===== src/rtl/audio_mixer.sv =====
// Time-multiplexed stereo mixer: one source per clock through a shared multiplier
// pair, master gain and saturation on the final cycle, sticky clip/overrun flags.
module audio_mixer #(
    parameter int NUM_SRC = 4,
    parameter int IN_W    = 16,
    parameter int OUT_W   = 24
) (
    input  logic                     clk,
    input  logic                     rst,
    input  logic                     next_sample,
    input  logic [NUM_SRC*IN_W-1:0]  src_left,
    input  logic [NUM_SRC*IN_W-1:0]  src_right,
    input  logic [NUM_SRC*4-1:0]     src_volume,
    input  logic [NUM_SRC-1:0]       src_mute,
    input  logic [3:0]               master_volume,
    input  logic                     clip_clear,
    output logic [OUT_W-1:0]         left_data,
    output logic [OUT_W-1:0]         right_data,
    output logic                     data_valid,
    output logic                     busy,
    output logic                     clip_left,
    output logic                     clip_right,
    output logic                     overrun
);

    localparam int CNT_W = $clog2(NUM_SRC);
    localparam int IDX_W = (NUM_SRC > 1) ? CNT_W : 1;
    localparam int ACC_W = IN_W + 1 + CNT_W + 1;
    localparam int MUL_W = ACC_W + 6;

    localparam logic signed [MUL_W-1:0] SAT_MAX = {{(MUL_W-IN_W+1){1'b0}}, {(IN_W-1){1'b1}}};
    localparam logic signed [MUL_W-1:0] SAT_MIN = ~SAT_MAX;

    typedef enum logic [1:0] {IDLE, ACCUM, FINAL} state_t;

    state_t                     state;
    logic [IDX_W-1:0]           idx;
    logic signed [ACC_W-1:0]    acc_l, acc_r;
    logic [NUM_SRC*IN_W-1:0]    snap_left, snap_right;
    logic [NUM_SRC*4-1:0]       snap_vol;
    logic [NUM_SRC-1:0]         snap_mute;
    logic [3:0]                 snap_master;

    logic signed [IN_W-1:0]     cur_l, cur_r;
    logic [4:0]                 src_gain, master_gain;
    logic signed [MUL_W-1:0]    prod_l, prod_r, mix_l, mix_r;
    logic signed [ACC_W-1:0]    acc_l_next, acc_r_next;
    logic                       sat_hit_l, sat_hit_r;
    logic [IN_W-1:0]            sat_l, sat_r;

    // Volume code 15 is unity (16/16); codes 0..14 scale by code/16.
    function automatic logic [4:0] gain_of(input logic [3:0] vol, input logic mute);
        if (mute)
            return 5'd0;
        return (vol == 4'd15) ? 5'd16 : {1'b0, vol};
    endfunction

    // NOTE: every signal driven here gets a value before any branch, so no latch is inferred.
    always_comb begin
        cur_l       = snap_left[idx*IN_W +: IN_W];
        cur_r       = snap_right[idx*IN_W +: IN_W];
        src_gain    = gain_of(snap_vol[idx*4 +: 4], snap_mute[idx]);
        master_gain = gain_of(snap_master, 1'b0);

        prod_l     = MUL_W'(cur_l) * MUL_W'($signed({1'b0, src_gain}));
        prod_r     = MUL_W'(cur_r) * MUL_W'($signed({1'b0, src_gain}));
        acc_l_next = ACC_W'(MUL_W'(acc_l) + (prod_l >>> 4));
        acc_r_next = ACC_W'(MUL_W'(acc_r) + (prod_r >>> 4));

        mix_l = (MUL_W'(acc_l) * MUL_W'($signed({1'b0, master_gain}))) >>> 4;
        mix_r = (MUL_W'(acc_r) * MUL_W'($signed({1'b0, master_gain}))) >>> 4;

        sat_hit_l = (mix_l > SAT_MAX) || (mix_l < SAT_MIN);
        sat_hit_r = (mix_r > SAT_MAX) || (mix_r < SAT_MIN);
        sat_l = (mix_l > SAT_MAX) ? SAT_MAX[IN_W-1:0] :
                (mix_l < SAT_MIN) ? SAT_MIN[IN_W-1:0] : mix_l[IN_W-1:0];
        sat_r = (mix_r > SAT_MAX) ? SAT_MAX[IN_W-1:0] :
                (mix_r < SAT_MIN) ? SAT_MIN[IN_W-1:0] : mix_r[IN_W-1:0];
    end

    // NOTE: the snapshot is pure datapath, always loaded before use, so it carries no reset.
    always_ff @(posedge clk) begin
        if (state == IDLE && next_sample) begin
            snap_left   <= src_left;
            snap_right  <= src_right;
            snap_vol    <= src_volume;
            snap_mute   <= src_mute;
            snap_master <= master_volume;
        end
    end

    // NOTE: non-blocking assignments let each register see pre-edge values; later writes win.
    always_ff @(posedge clk) begin
        if (rst) begin
            state      <= IDLE;
            idx        <= '0;
            acc_l      <= '0;
            acc_r      <= '0;
            left_data  <= '0;
            right_data <= '0;
            data_valid <= 1'b0;
            busy       <= 1'b0;
            clip_left  <= 1'b0;
            clip_right <= 1'b0;
            overrun    <= 1'b0;
        end else begin
            data_valid <= 1'b0;
            if (clip_clear) begin
                clip_left  <= 1'b0;
                clip_right <= 1'b0;
                overrun    <= 1'b0;
            end

            case (state)
                IDLE: begin
                    if (next_sample) begin
                        acc_l <= '0;
                        acc_r <= '0;
                        idx   <= '0;
                        busy  <= 1'b1;
                        state <= ACCUM;
                    end
                end
                ACCUM: begin
                    acc_l <= acc_l_next;
                    acc_r <= acc_r_next;
                    if (idx == IDX_W'(NUM_SRC - 1))
                        state <= FINAL;
                    else
                        idx <= idx + IDX_W'(1);
                end
                FINAL: begin
                    left_data  <= OUT_W'(sat_l) << (OUT_W - IN_W);
                    right_data <= OUT_W'(sat_r) << (OUT_W - IN_W);
                    if (sat_hit_l)
                        clip_left <= 1'b1;
                    if (sat_hit_r)
                        clip_right <= 1'b1;
                    data_valid <= 1'b1;
                    busy       <= 1'b0;
                    state      <= IDLE;
                end
                default: state <= IDLE;
            endcase

            if (next_sample && state != IDLE)
                overrun <= 1'b1;
        end
    end

endmodule


===== config.mk =====
export PLATFORM = sky130hd
export DESIGN_NAME = audio_mixer
export DESIGN_NICKNAME = d
export VERILOG_FILES = /design/src/rtl/audio_mixer.sv
export SDC_FILE = /design/constraint.sdc
export NUM_CORES = 1
export LEC_CHECK = 0
export BUFFER_PORTS_ARGS = -buffer_cell sky130_fd_sc_hd__buf_2
export CORE_MARGIN = 4
export CORE_UTILIZATION = 50
export CTS_CLUSTER_DIAMETER = 40
export DETAILED_ROUTE_END_ITERATION = 16
export HOLD_SLACK_MARGIN = 0.08
export PLACE_DENSITY = 0.68
export SLEW_MARGIN = 20
export SYNTH_ARGS = -nofsm -noshare
export SYNTH_HDL_FRONTEND = slang
export SYNTH_SLANG_ARGS = --single-unit

===== constraint.sdc =====
create_clock -name clk -period 9.2 [get_ports clk]
set_input_delay 0.46 -clock clk [delete_from_list [all_inputs] [get_ports clk]]
set_output_delay 0.46 -clock clk [all_outputs]
set_load 0.03 [all_outputs]

==> metrics.csv <==
stage,metric,value,unit
finish,final_cell_mix,"425 x inv_1, 222 x fa_1, 205 x ha_1, 192 x buf_2, 186 x and3_1",
die,fp-row-count,78,
finish,final_common_cell,inv_1,
critical_path,path_class,register to register,
clock_tree,post-cts-setup-buffers,0,
finish,drive_gt1_share,12.8,%
die,die_height,224,um
sta,whs,0.0965,ns
sta,worstMarginPinSlew,1.01,ns
sta,worst_slack,0.703,ns
sta,finalSetupViolations,0,
sta,max_freq,118,MHz
logic_synthesis,synth_edf_count,152,
clock_tree,cts_tree,built,
finish,fin_cells,3275,
die,initial_core_util,51.0,%
global_route,grtUsageTotal,21.5,%
clock_tree,clk_path_buf_depth,3,
logic_synthesis,synthDistinctLibCells,91,
clock_tree,numCtsBuffers,35,
clock_tree,cts_resized,0,
logic_synthesis,synth_seq_area_share,26.5,%
placement,gp_congestion,0.894,
logic_synthesis,synthArstFlopShare,0,%
drt,routed_wl,54000,um
power,finalPower,4.67,mW
critical_path,cp-end-kind,register,
drt,first_pass_iters,5,
critical_path,cp_max_fo,31,
clock_tree,cts_max_level,2,
drt,viasPerCell,5.27,
die,die_width,224,um
global_route,grt_max_degree,80,
drt,ant_nets,0,
worst_hold_path,hp-class,primary input to register,
finish,design_area,0.0272,sq mm
sta,fin_crit,8.50,ns
run,cap_viol_max_count,0,
critical_path,required,9.67,ns
drt,drc,0,
global_route,grt_pass1_wl,90300,um
sta,maxSlewHeadroom,32.4,%
drt,drt_iter0_drc,1089,
clock_tree,root_buffer,clkbuf_16,
finish,syn_to_final_growth,16.4,%
power,p_leak,13.5,nW
sta,clock_skew,0.0132,ns
sta,min_period_over_period,92.4,%
placement,dp_cells,3090,
global_route,grt_pass1_vias,18206,
clock_tree,clock_sinks,233,
sta,fin_setup_tns,0,ns
critical_path,cpMostUsedCell,fa_1,
sta,hold_violations,0,
placement,io_buffers,192,
placement,placed_cell_area,0.0248,sq mm
global_route,antenna_found_initial,1,
sta,slew_viol_final,0,
logic_synthesis,synth_seq_cells,233,
sta,rsz0062_at_grt,no,
logic_synthesis,syn_avg_cell_area,9.84,sq um
global_route,grt-ovfl-total,0,
clock_tree,clk_pin_slew_worst_paths,0.05,ns
logic_synthesis,yosysWarnings,0,
finish,nNetsFinal,3232,
critical_path,start_kind,register,
run_status,status,"finished, final reports clean",
logic_synthesis,synthCells,2374,
die,fp.dieArea,0.0502,sq mm
die,num_io_pins,209,
critical_path,max_stage_delay,0.84,ns
logic_synthesis,synth_ff_type,edfxtp_1,
critical_path,arrival,8.97,ns
finish,post-route-util,59.4,%
drt,vias,17275,
power,irDropWorstVdd,0.182,mV
die,core,0.0458,sq mm
placement,dp_hpwl,39400,um
critical_path,critPathSlowestCell,mux4_2,
clock_tree,clock_latency,0.55,ns
power,p_per_area,172,mW/mm^2
drt,wl_per_cell,16.5,um
logic_synthesis,syn-cell-area,0.0234,sq mm
placement,pre_cts_ws,0.680,ns
report_power, final:
part | internal (mW) | total, mW | switching [mW]
Sequential | 1.20 | 1.29 | 0.0843
Clock | 0.797 | 1.33 | 0.531
Combinational | 0.886 | 2.06 | 1.17
layer usage:
| layer | vias up | track usage [%] | wire (um) |
|---|---|---|---|
| li1 | 8566 | - | - |
| met1 | 8157 | 29.7 | 24900 |
| met2 | 478 | 35.0 | 24800 |
| met3 | 74 | 3.77 | 2970 |
| met4 | 0 | 6.22 | 1380 |
| met5 | - | 0 | 0 |
kinds of logic after synthesis:
group | after synthesis | synth area share, %
AND/OR/NAND/NOR | 667 | 15.8
buffers and inverters | 532 | 8.99
adder cells (fa/ha/maj) | 427 | 30.0
AO/OA/AOI/OAI | 370 | 11.1
flip-flops | 233 | 26.5
XOR/XNOR | 101 | 3.82
multiplexers | 43 | 3.78
other | 1 | 0.0161
registers in the layout, indices dropped and copies added (netlist names):
register / cells
left_data: 16
clip_right: 1
acc_l: 20
busy: 1
snap_master: 4
clip_left: 1
state: 2
overrun: 1
idx: 2
right_data: 16
snap_mute: 4
acc_r: 20
snap_vol: 16
snap_left: 64
snap_right: 64
data_valid: 1
final timing paths:
kind	from	to	slack [ns]	cells past startpoint
worst max-delay path	idx[0]$_SDFFE_PP0P_	acc_l[19]$_SDFFE_PP0P_	0.70	29
worst min-delay path	src_left[14]	snap_left[14]$_DFFE_PP_	0.1	1
worst max register to register	idx[0]$_SDFFE_PP0P_	acc_l[19]$_SDFFE_PP0P_	0.70	29
worst min register to register	right_data[8]$_SDFFE_PP0P_	right_data[8]$_SDFFE_PP0P_	0.47	1
final cells by class:
class | count | area (sq um)
antenna | 2 | 5.00
clock buffer | 38 | 917
clock inverter | 23 | 246
fill | 3776 | 18600
inverter | 426 | 1600
multi-input combinational | 1625 | 15200
sequential | 233 | 6190
tap | 600 | 751
timing repair buffer | 328 | 2300
cell usage after synthesis (10+ instances only):
cell type  number  share of area, %
a211oi_1       10              0.32
a21o_1         44               1.4
a21oi_1       111               2.4
a221o_1        30               1.3
a22oi_1        16              0.51
and2_1        138               3.7
and3_1        187               5.0
buf_4          18              0.58
clkbuf_1       75               1.2
dfxtp_1        81               6.9
edfxtp_1      152                20
fa_1          222                19
ha_1          205                11
inv_1         426               6.8
mux4_2         36               3.5
nand2_1        89               1.4
nand2b_1       13              0.35
nand3_1        50               1.1
nor2_1        101               1.6
nor2b_1        14              0.38
nor3_1         20              0.43
o21a_1         18              0.58
o21ai_0        47               1.0
o21bai_1       12              0.39
or3_1          15              0.40
xnor2_1        77               2.9
xor2_1         23              0.86
worst max-delay path, delay by kind of cell (launching register included):
family | cells | cell delay, ns
DFF | 1 | 0.64
muxes | 1 | 0.84
and+or+nand+nor | 7 | 1.76
AOI/OAI and AO/OA | 12 | 2.73
buffers and inverters | 2 | 0.09
xor gates and xnor gates | 2 | 0.25
adders and majority gates | 5 | 2.12
timing repair:
item | 4_1_cts | 5_1_grt
hold buffers | 120 | 1
endpoints found under the setup margin | 0 | 1
endpoints found under the hold margin | 120 | 1
(Power assumes the default switching activity.)
